===== src/rtl/round_controller_if.sv =====
// Player/timer-facing signal bundle of the round controller.
interface round_controller_if;
  logic       start_btn;
  logic       submit_btn;
  logic [7:0] answer;
  logic [7:0] timer_value;
  logic       restart_timer;
  logic [7:0] target;
  logic [7:0] score;
  logic [1:0] lives;
  logic [2:0] state;
  logic       result_ok;
  logic       result_bad;

  // Environment side: buttons, switches and timer drive the controller.
  modport master (
    output start_btn, submit_btn, answer, timer_value,
    input  restart_timer, target, score, lives, state, result_ok, result_bad
  );

  // Controller side.
  modport slave (
    input  start_btn, submit_btn, answer, timer_value,
    output restart_timer, target, score, lives, state, result_ok, result_bad
  );
endinterface


===== src/rtl/round_controller.sv =====
// Quiz-game round sequencer: picks a pseudo-random target, times the answer
// window, tracks score and lives, and pulses the external timer restart.
module round_controller #(
  parameter logic [7:0] TIME_LIMIT    = 8'd10,
  parameter logic [7:0] FEEDBACK_TIME = 8'd2,
  parameter logic [1:0] START_LIVES   = 2'd3
) (
  input logic               clk,
  input logic               rst,
  round_controller_if.slave game_if
);

  typedef enum logic [2:0] {
    S_IDLE      = 3'd0,
    S_NEW_ROUND = 3'd1,
    S_PLAY      = 3'd2,
    S_CORRECT   = 3'd3,
    S_WRONG     = 3'd4,
    S_GAME_OVER = 3'd5
  } state_e;

  state_e     state_q, state_d;
  logic [7:0] lfsr_q, lfsr_d;
  logic       start_prev_q, submit_prev_q;
  logic [7:0] target_q, target_d;
  logic [7:0] score_q, score_d;
  logic [1:0] lives_q, lives_d;
  logic       restart_q, restart_d;
  logic       ok_q, ok_d;
  logic       bad_q, bad_d;
  logic       start_edge, submit_edge;
  logic       timed_out, feedback_done;

  assign start_edge    = game_if.start_btn  & ~start_prev_q;
  assign submit_edge   = game_if.submit_btn & ~submit_prev_q;
  assign timed_out     = game_if.timer_value >= TIME_LIMIT;
  // restart_q is high exactly in the first feedback cycle, when timer_value
  // still reflects the previous round, so it doubles as the exit mask.
  assign feedback_done = ~restart_q & (game_if.timer_value >= FEEDBACK_TIME);

  // x^8+x^6+x^5+x^4+1 Fibonacci LFSR, free-running.
  assign lfsr_d = {lfsr_q[6:0], lfsr_q[7] ^ lfsr_q[5] ^ lfsr_q[4] ^ lfsr_q[3]};

  // Next-state and next-output decode.
  always_comb begin
    state_d  = state_q;
    target_d = target_q;
    score_d  = score_q;
    lives_d  = lives_q;
    case (state_q)
      S_IDLE, S_GAME_OVER: begin
        if (start_edge) begin
          score_d = 8'd0;
          lives_d = START_LIVES;
          state_d = S_NEW_ROUND;
        end
      end
      S_NEW_ROUND: begin
        target_d = lfsr_q;
        state_d  = S_PLAY;
      end
      S_PLAY: begin
        if (submit_edge && (game_if.answer == target_q)) begin
          score_d = (score_q == 8'hFF) ? score_q : score_q + 8'd1;
          state_d = S_CORRECT;
        end else if (submit_edge || timed_out) begin
          lives_d = (lives_q == 2'd0) ? lives_q : lives_q - 2'd1;
          state_d = S_WRONG;
        end
      end
      S_CORRECT: begin
        if (feedback_done) state_d = S_NEW_ROUND;
      end
      S_WRONG: begin
        if (feedback_done) state_d = (lives_q == 2'd0) ? S_GAME_OVER : S_NEW_ROUND;
      end
      default: state_d = S_IDLE;
    endcase
    restart_d = (state_d != state_q) &&
                ((state_d == S_NEW_ROUND) || (state_d == S_CORRECT) || (state_d == S_WRONG));
    ok_d      = (state_d == S_CORRECT);
    bad_d     = (state_d == S_WRONG);
  end

  // State and registered outputs.
  always_ff @(posedge clk) begin
    if (rst) begin
      state_q       <= S_IDLE;
      lfsr_q        <= 8'h5A;
      start_prev_q  <= 1'b1;
      submit_prev_q <= 1'b1;
      target_q      <= 8'd0;
      score_q       <= 8'd0;
      lives_q       <= 2'd0;
      restart_q     <= 1'b0;
      ok_q          <= 1'b0;
      bad_q         <= 1'b0;
    end else begin
      state_q       <= state_d;
      lfsr_q        <= lfsr_d;
      start_prev_q  <= game_if.start_btn;
      submit_prev_q <= game_if.submit_btn;
      target_q      <= target_d;
      score_q       <= score_d;
      lives_q       <= lives_d;
      restart_q     <= restart_d;
      ok_q          <= ok_d;
      bad_q         <= bad_d;
    end
  end

  assign game_if.state         = 3'(state_q);
  assign game_if.target        = target_q;
  assign game_if.score         = score_q;
  assign game_if.lives         = lives_q;
  assign game_if.restart_timer = restart_q;
  assign game_if.result_ok     = ok_q;
  assign game_if.result_bad    = bad_q;

endmodule


===== src/flat_wrapper.sv =====
// flat-port wrapper written by rule: the top's interface ports become plain ports
module round_controller_flat 
#(
  parameter logic [7:0] TIME_LIMIT    = 8'd10,
  parameter logic [7:0] FEEDBACK_TIME = 8'd2,
  parameter logic [1:0] START_LIVES   = 2'd3
)
  (clk, rst, game_if_start_btn, game_if_submit_btn, game_if_answer, game_if_timer_value, game_if_restart_timer, game_if_target, game_if_score, game_if_lives, game_if_state, game_if_result_ok, game_if_result_bad);
  round_controller_if game_if_i ();
  input logic clk;
  input logic rst;
  input wire logic [$bits(game_if_i.start_btn)-1:0] game_if_start_btn;
  input wire logic [$bits(game_if_i.submit_btn)-1:0] game_if_submit_btn;
  input wire logic [$bits(game_if_i.answer)-1:0] game_if_answer;
  input wire logic [$bits(game_if_i.timer_value)-1:0] game_if_timer_value;
  output wire logic [$bits(game_if_i.restart_timer)-1:0] game_if_restart_timer;
  output wire logic [$bits(game_if_i.target)-1:0] game_if_target;
  output wire logic [$bits(game_if_i.score)-1:0] game_if_score;
  output wire logic [$bits(game_if_i.lives)-1:0] game_if_lives;
  output wire logic [$bits(game_if_i.state)-1:0] game_if_state;
  output wire logic [$bits(game_if_i.result_ok)-1:0] game_if_result_ok;
  output wire logic [$bits(game_if_i.result_bad)-1:0] game_if_result_bad;
  assign game_if_i.start_btn = game_if_start_btn;
  assign game_if_i.submit_btn = game_if_submit_btn;
  assign game_if_i.answer = game_if_answer;
  assign game_if_i.timer_value = game_if_timer_value;
  assign game_if_restart_timer = game_if_i.restart_timer;
  assign game_if_target = game_if_i.target;
  assign game_if_score = game_if_i.score;
  assign game_if_lives = game_if_i.lives;
  assign game_if_state = game_if_i.state;
  assign game_if_result_ok = game_if_i.result_ok;
  assign game_if_result_bad = game_if_i.result_bad;
  round_controller #(.TIME_LIMIT(TIME_LIMIT), .FEEDBACK_TIME(FEEDBACK_TIME), .START_LIVES(START_LIVES)) u_core (.clk(clk), .rst(rst), .game_if(game_if_i));
endmodule

===== config.mk =====
export PLATFORM = sky130hd
export DESIGN_NAME = round_controller_flat
export DESIGN_NICKNAME = d
export VERILOG_FILES = /design/src/rtl/round_controller_if.sv /design/src/rtl/round_controller.sv /design/src/flat_wrapper.sv
export SDC_FILE = /design/constraint.sdc
export NUM_CORES = 1
export LEC_CHECK = 0
export CORE_MARGIN = 1.5
export CORE_UTILIZATION = 51
export CTS_CLUSTER_SIZE = 30
export DETAILED_ROUTE_END_ITERATION = 7
export PLACE_DENSITY = 0.86
export SLEW_MARGIN = 20
export SYNTH_ARGS = -nofsm -noshare
export SYNTH_HDL_FRONTEND = slang
export SYNTH_SLANG_ARGS = --single-unit

===== constraint.sdc =====
create_clock -name clk -period 6.5 [get_ports clk]
set_input_delay 1.625 -clock clk [delete_from_list [all_inputs] [get_ports clk]]
set_output_delay 1.625 -clock clk [all_outputs]
set_load 0.03 [all_outputs]

==> metrics list, run 1 <==
- The detailed router finished its first iteration with 52 violations.
* Sort of element at the start of the critical path: input pin
- Cells along the critical path: clkdlybuf4s50_1 > xor2_1 > or4_4 > or4_4 > or4_1 > a21oi_1
- Slew Viols, Final: 0
- In this run the worst setup path begins at game_if_answer[7].
- Worst setup path category: input pin to register
- The via count of the first global-routing pass is 1425.
* Floorplan die height: 58.9 um
- Number of nets in the final layout: 245
- Number of synthesized flops with an enable pin: 0
- Total Die Area: 3460 sq um
- Counting instances, the worst hold path has a depth of 1.
- Core Box Area: 3000 sq um
- Result of the run: finished, final reports clean
- Power per Cell Area: 201 nW/um^2
- WHS Endpoint: u_core.lfsr_q[7]
- The initial antenna violation count came to 0.
- The count of nets left with antenna violations once routing finished came out at 0.
- Worst hold margin: 0.471 ns
- Number of failing hold endpoints at the final stage: 0
- Overall routed net length: 3.42 mm
- In this run the biggest area consumer among cell types represents 42.8% of the synthesized area.
- Pin placement for this block handled 44 I/O pins.
- Gates resized during post-CTS repair numbered 0.
- For this run, design rule violations remaining after detail routing come to 0.
- Among all stages on the critical path, the largest delay is contributed by sky130_fd_sc_hd__or4_4.
- In this run the critical register-to-register path is captured at u_core.game_if.restart_timer.
- Setup repair after global routing missed its margin: false
- The cell that appears most often on the critical path is sky130_fd_sc_hd__or4_4.
* Portion of the clock cycle consumed by the worst path in the final layout: 55.8%
- The first global-routing pass estimated 5.93 mm of wire.
- CTS root buf: sky130_fd_sc_hd__clkbuf_4
* Clock Sink Count: 34
* Setup fix buffers added after clock tree synthesis: 0
* Starting Density: 53.0%
- Min-Delay Path Class: register to register
- Top_reg_cell synth: sky130_fd_sc_hd__dfxtp_1
* Count of port buffers added during placement: 42
* Worst slack at placement: 2.52 ns
* Final WS setup: 2.87 ns
* Synth top area cells: sky130_fd_sc_hd__dfxtp_1, sky130_fd_sc_hd__mux2i_1, sky130_fd_sc_hd__xnor2_1
- DIE WIDTH: 58.9 um
- The largest single stage delay on the critical path is 0.54 ns.
* Post-route clock skew: 0.0140 ns
- The number of hold buffers added after CTS was 0.
- Number of buffers added by the clock tree synthesis step: 5
- Endpoints failing setup: 0
- Dividing the synthesized area by the synthesized cell count gives 8.79 sq um.
- Cells with a size suffix above 1 make up 7.14% of the layout.
- Summed over all nets, the half-perimeter wirelength after detailed placement is 2.64 mm.
* Biggest area consumer among synthesized cells: sky130_fd_sc_hd__dfxtp_1
- For this design the static power due to leakage is 0.759 nW.
* Post-layout min period: 3.63 ns
- Worst r2r src: u_core.game_if.state[1]
- F_max: 275 MHz
* Core utilization of the finished layout: 69.6%
- Kind of capture point of the worst setup path: register
- Counting the fill cells in the layout gives 243.
- Vias after detailed routing: 1408
- Start point of the worst min-delay path: u_core.lfsr_q[6]
- Average wire per cell in the routed design: 13.3 um
* Critical path required time: 6.75 ns
- Across the run, the number of max-cap violations was 0.
- At the pin with the least slew margin, the transition time is 0.856 ns.
- The Yosys step of the flow raised 0 warnings.
* Clock latency on the worst-skew pair: 0.33 ns
- Routability-driven placement finished with a final weighted congestion of 0.873.
* Syn_nets: 203
* Buffers and inverters on the worst path: 1
- First-pass detailed-route iteration total: 4
- Clk slew on worst S/H paths: 0.11 ns
- Number of synthesized register bits: 34
- Highest net fanout along the worst path: 4
- Relative to the synthesized area, the layout overhead comes to 31.3%.
* Maximum clock path buffer count: 2
- Data arrives at the worst endpoint at 3.88 ns.
- Counting distinct cell types in the post-synthesis netlist gives 38.
- In this design, the largest share of critical-path delay is due to simple AND/OR/NAND/NOR gates.
- Sequential cells were found to cover 42.8% of the synthesized design area.
- Using the TritonRoute via totals, the vias-per-cell ratio works out to 5.48.
- Synth Cell Area: 1590 sq um
* Htree depth: 2
* GRT Util Overall: 22.1%
* Total negative slack: 0 ns
- Across the VDD grid, the largest voltage drop is 140 uV.
* Asr flop ratio synth: 0%
* PnR Total Power: 0.421 mW
* Gate count after technology mapping: 181
* Aggregate global routing overflow: 0
* Worst relative slew slack: 42.8%
* Worst reg-to-reg path cell count: 6
* Maximum number of pins on one net before global-route repair: 28
* Diodes inserted: 0
- CTS tree: done
* Register-to-Register Setup Slack: 4.19 ns
- The floorplan has 20 rows.
-- flip-flops by register name (all words and copies together), names as in the netlist --
name                          cells
u_core.game_if.state              3
u_core.game_if.result_ok          1
u_core.game_if.score              8
u_core.start_prev_q               1
u_core.lfsr_q                     8
u_core.game_if.result_bad         1
u_core.game_if.target             8
u_core.submit_prev_q              1
u_core.game_if.restart_timer      1
u_core.game_if.lives              2
-- worst max path at each step --
stage                                   endpoint  slack [ns]  cells past startpoint
CTS                      u_core.game_if.score[0]        2.87                      6
detailed placement       u_core.game_if.score[0]        2.52                      6
finish                   u_core.game_if.score[0]        2.87                      6
global placement         u_core.game_if.score[0]        2.56                      6
global route        u_core.game_if.restart_timer        2.82                      7
floorplan                u_core.game_if.score[0]        3.06                      5
-- cell usage after synthesis, types with 3 or more instances --
| library cell | instances |
|---|---|
| sky130_fd_sc_hd__and3_1 | 3 |
| sky130_fd_sc_hd__nor2b_1 | 7 |
| sky130_fd_sc_hd__mux2i_1 | 9 |
| sky130_fd_sc_hd__inv_1 | 3 |
| sky130_fd_sc_hd__nor2_1 | 23 |
| sky130_fd_sc_hd__nand2_1 | 12 |
| sky130_fd_sc_hd__xnor2_1 | 10 |
| sky130_fd_sc_hd__clkbuf_1 | 6 |
| sky130_fd_sc_hd__nor3_1 | 4 |
| sky130_fd_sc_hd__dfxtp_1 | 34 |
| sky130_fd_sc_hd__xor2_1 | 9 |
| sky130_fd_sc_hd__or2_2 | 6 |
| sky130_fd_sc_hd__a21oi_1 | 9 |
| sky130_fd_sc_hd__o21ai_0 | 5 |
| sky130_fd_sc_hd__nand2b_1 | 3 |
| sky130_fd_sc_hd__nand3_1 | 4 |
| sky130_fd_sc_hd__nor3b_1 | 4 |
| sky130_fd_sc_hd__nor4_1 | 5 |
-- through the flow --
stage                     cell area [sq um]  std cells
after floorplan                        1590        181
after global placement                 2030        249
final                                  2090        257
after CTS                              2090        257
after global routing                   2090        257
after detailed placement               2030        249
-- layout by cell type (no fill, tap or decap), drive strengths merged, types with 2 or more instances in the layout --
| cell | count |
|---|---|
| a211oi | 2 |
| or4 | 3 |
| nor2 | 23 |
| dfxtp | 34 |
| nand2b | 3 |
| xnor2 | 10 |
| inv | 3 |
| and2 | 2 |
| and3 | 3 |
| clkdlybuf4s50 | 42 |
| or2 | 7 |
| mux2i | 9 |
| xor2 | 9 |
| o21ai | 5 |
| clkbuf | 7 |
| nor2b | 7 |
| ha | 2 |
| nor3 | 4 |
| a21oi | 9 |
| nor3b | 4 |
| or3 | 2 |
| nand2 | 12 |
| nand3 | 4 |
| nor4 | 5 |
-- kinds of logic (layout without fill, tap and decap cells) --
| logic type | after synthesis | after routing | share of synthesized area (%) |
|---|---|---|---|
| DFF | 34 | 34 | 42.8 |
| muxes | 9 | 9 | 5.66 |
| adders and majority gates | 2 | 2 | 1.57 |
| and+or+nand+nor | 82 | 82 | 27.4 |
| xor gates and xnor gates | 19 | 19 | 10.5 |
| buffers and inverters | 11 | 54 | 2.67 |
| AOI/OAI and AO/OA | 24 | 24 | 9.43 |
-- final cells by class --
type / count / area [sq um] / area share, %
inverters: 3 / 11.3 / 0.539
repair buffers: 43 / 428 / 20.5
clock buffers: 7 / 55.1 / 2.63
well taps: 33 / 41.3 / 1.98
multi-input cells: 136 / 868 / 41.6
clock inverters: 1 / 5.00 / 0.240
flip-flops and latches: 34 / 681 / 32.6
-- layer usage --
| metal | track usage [%] | routed length [um] | up-vias |
|---|---|---|---|
| met5 | 0 | 0 | - |
| met4 | 8.44 | 48 | 0 |
| met3 | 7.47 | 155 | 8 |
| met2 | 39.4 | 1760 | 39 |
| met1 | 24.0 | 1450 | 653 |
| li1 | - | - | 708 |
-- report_power, final --
| group | internal, mW | total [mW] | switching [mW] |
|---|---|---|---|
| registers | 0.218 | 0.227 | 0.00908 |
| clock network | 0.0524 | 0.120 | 0.0677 |
| logic | 0.0366 | 0.0734 | 0.0368 |
| total | 0.307 | 0.421 | 0.114 |
-- worst register-to-register path, cell delays in order, from the launching register on --
cell	delay, ns
sky130_fd_sc_hd__dfxtp_1	0.56
sky130_fd_sc_hd__nor2b_1	0.26
sky130_fd_sc_hd__nand2_1	0.14
sky130_fd_sc_hd__a31oi_1	0.64
sky130_fd_sc_hd__a21oi_1	0.24
sky130_fd_sc_hd__xnor2_1	0.17
sky130_fd_sc_hd__a211oi_1	0.21
No activity file was read; power rests on OpenSTA's default activity.
==> run 2: changes to the inputs <==
--- a/config.mk
+++ b/config.mk
@@ -6,10 +6,10 @@
 export NUM_CORES = 1
 export LEC_CHECK = 0
 export CORE_MARGIN = 1.5
-export CORE_UTILIZATION = 51
+export CORE_UTILIZATION = 43
 export CTS_CLUSTER_SIZE = 30
 export DETAILED_ROUTE_END_ITERATION = 7
-export PLACE_DENSITY = 0.86
+export PLACE_DENSITY = 0.78
 export SLEW_MARGIN = 20
 export SYNTH_ARGS = -nofsm -noshare
 export SYNTH_HDL_FRONTEND = slang
==> constraint.sdc (replaced) <==
create_clock -name clk -period 3.28 [get_ports clk]
set_input_delay 0.82 -clock clk [delete_from_list [all_inputs] [get_ports clk]]
set_output_delay 0.82 -clock clk [all_outputs]
set_load 0.03 [all_outputs]
==> run 2 against run 1 <==
Net effect:
- non-clock buffer count up 1
- combinational power grew 100%
- sequential share of layout area down 0.76 points
- core utilization is 7.4 points lower
- global-route usage down 4.5 points
- critical endpoint unchanged
- total power rose by 110%
- first-iteration DRC count is 37% higher
- register-to-register slack lost 3.2 ns
- sequential power increased by 99%
- critical path depth did not move
- cell area rose by 2.4%
- cell count grew 5.4%
==> metrics list, run 2 (same netlist as run 1, synthesis figures left out) <==
- Result of the run: finished, final reports clean
- Synth-to-layout area growth: 34.4%
- The die is 63.8 um tall.
- Across the run, the number of max-cap violations was 0.
- Wire length of the first global-routing pass: 5.83 mm
- Estimated wirelength of the detail-placed design: 2.48 mm
- The floorplan step defined a die boundary enclosing 4070 sq um.
- Count of port buffers added during placement: 42
* Row cnt: 21
* Highest-count cells in the layout ignoring fill and taps: sky130_fd_sc_hd__clkdlybuf4s50_1, sky130_fd_sc_hd__dfxtp_1, sky130_fd_sc_hd__nor2_1, sky130_fd_sc_hd__nand2_1, sky130_fd_sc_hd__xnor2_1
- The critical path is of the input pin to register type.
- DIE WIDTH: 63.8 um
- Data on the critical path arrives at its endpoint at 3.07 ns.
- GRT Util Overall: 17.6%
* Portion of the clock cycle consumed by the worst path in the final layout: 87.5%
* Endpoints failing setup: 0
* Number of failing hold endpoints at the final stage: 0
* Starting Density: 46.2%
* Number of buffers added by the clock tree synthesis step: 5
* Cell at the slowest stage of the critical path: sky130_fd_sc_hd__or4_4
* Via count of the first global-routing pass: 1327
- Most frequent cell on the critical path: sky130_fd_sc_hd__or4_4
- Total negative slack: 0 ns
* Clock Sink Count: 34
- Diodes inserted: 0
- Counting instances, the worst hold path has a depth of 1.
* Starting DRC count in detailed routing: 71
- Register-to-Register Setup Slack: 0.98 ns
* Most frequent standard cell in the layout excluding fill and tap cells: sky130_fd_sc_hd__clkdlybuf4s50_1
- Crit-path max cell delay: 0.54 ns
- The worst register-to-register path ends at u_core.game_if.restart_timer.
- CP startpoint: game_if_answer[7]
- WHS Endpoint: u_core.lfsr_q[3]
- Start point of the worst min-delay path: u_core.lfsr_q[2]
* Vias after detailed routing: 1385
- Once placement finished, the instance area stood at 2050 sq um.
- CTS root buf: sky130_fd_sc_hd__clkbuf_8
* Clk slew on worst S/H paths: 0.07 ns
- In this run the post-CTS setup repair buffer count came out at 0.
* Post-layout min period: 2.87 ns
- Overall routed net length: 3.27 mm
- Worst reg-to-reg path cell count: 6
* Worst-case vdd ir drop: 268 uV
- At the pin with the least slew margin, the transition time is 0.833 ns.
- Clock latency on the worst-skew pair: 0.28 ns
- Core Box Area: 3440 sq um
* Setup repair after global routing missed its margin: false
- In the final layout, flip-flops and latches occupy 681 sq um.
- Wire segments on met2 add up to 1.55 mm in the final route.
- P_leak: 0.774 nW
* Sort of element at the start of the critical path: input pin
- After detailed routing, the wire length on met1 is 1.57 mm.
* Power per Cell Area: 417 nW/um^2
- The initial antenna violation count was 0.
- Maximum number of pins on one net before global-route repair: 19
* Core utilization of the finished layout: 62.2%
* Multi-input logic area: 868 sq um
* DRC Markers: 0
* Routability cong.: 0.813
- In this run the worst hold path is classified as register to register.
* Maximum clock path buffer count: 2
* Cells along the critical path: clkdlybuf4s50_1 > xor2_1 > or4_4 > or4_4 > or4_1 > a21oi_1
- The detail route stage leaves a number of antenna-violating nets equal to 0.
* CTS tree: done
- After filler insertion, the fill cell instance count of the layout stands at 295.
- First-pass detailed-route iteration total: 4
* Aggregate global routing overflow: 0
- Detailed-route vias per instance: 5.11
- Worst relative slew slack: 44.2%
* Kind of capture point of the worst setup path: register
* Htree depth: 2
* Critical path required time: 3.48 ns
- Based on the critical path, the design can be clocked at up to 349 MHz.
- For this run, the post-layout net count is 246.
* Post-route clock skew: 0.00792 ns
- In this run the count of I/O pins placed on the die edge is 44.
- Worst r2r src: u_core.game_if.state[1]
- Dividing the detail-routed wire length by the instance count gives 12.1 um.
- After detailed routing, the met3 layer carries 136 um of wire.
- Post-route design area: 2140 sq um
- Slew Viols, Final: 0
- Post-CTS Hold Buffers: 0
- Ratio of cells with drive above 1 in the final layout: 7.56%
- In this run the worst path has a maximum fanout of 4.
* Post_cts resized: 0
- The highest layer touched by signal routing is met4.
- Worst hold margin: 0.459 ns
-- run 2: cell count changes in the layout (fill, tap and decap cells not counted), sizes merged --
cell	delta
clkbuf	-1
buf	+1
clkinv	+1
-- run 2: final cells by class --
class	instances	share of cell area, %
Sequential cell	34	31.8
Multi-Input combinational cell	136	40.6
Clock buffer	6	3.39
Tap cell	46	2.69
Clock inverter	2	0.643
Timing Repair Buffer	44	20.4
Inverter	3	0.526
-- run 2: how the worst max path moves through the flow --
stage | endpoint | slack (ns)
2_1_floorplan | u_core.game_if.score[0] | 0.64
4_1_cts | u_core.game_if.score[0] | 0.42
3_5_place_dp | u_core.game_if.score[0] | 0.14
5_1_grt | u_core.game_if.restart_timer | 0.28
3_3_place_gp | u_core.game_if.score[0] | 0.14
6_report | u_core.game_if.score[0] | 0.41
-- run 2: critical path, delay by kind of cell --
kind / cells / cell delay [ns]
simple gates: 3 / 1.53
compound gates: 1 / 0.14
buf+inv: 1 / 0.41
xor+xnor: 1 / 0.16
-- run 2: report_power, final --
| group | total, mW | internal (mW) | switching [mW] |
|---|---|---|---|
| logic | 0.147 | 0.0731 | 0.0736 |
| clock network | 0.295 | 0.149 | 0.146 |
| registers | 0.451 | 0.433 | 0.0182 |
-- run 2: per-stage QoR --
step	instances	total power, mW	setup WS (ns)
after floorplan	181	0.547	0.641
after global placement	263	0.604	0.144
after detailed placement	263	0.607	0.138
after CTS	271	0.905	0.423
after global routing	271	0.938	0.281
final	271	0.893	0.411
-- run 2: metal layers --
metal	track usage (%)	up-vias
li1	-	711
met5	0	-
met4	5.16	0
met1	22.0	640
met2	29.6	32
met3	4.75	2
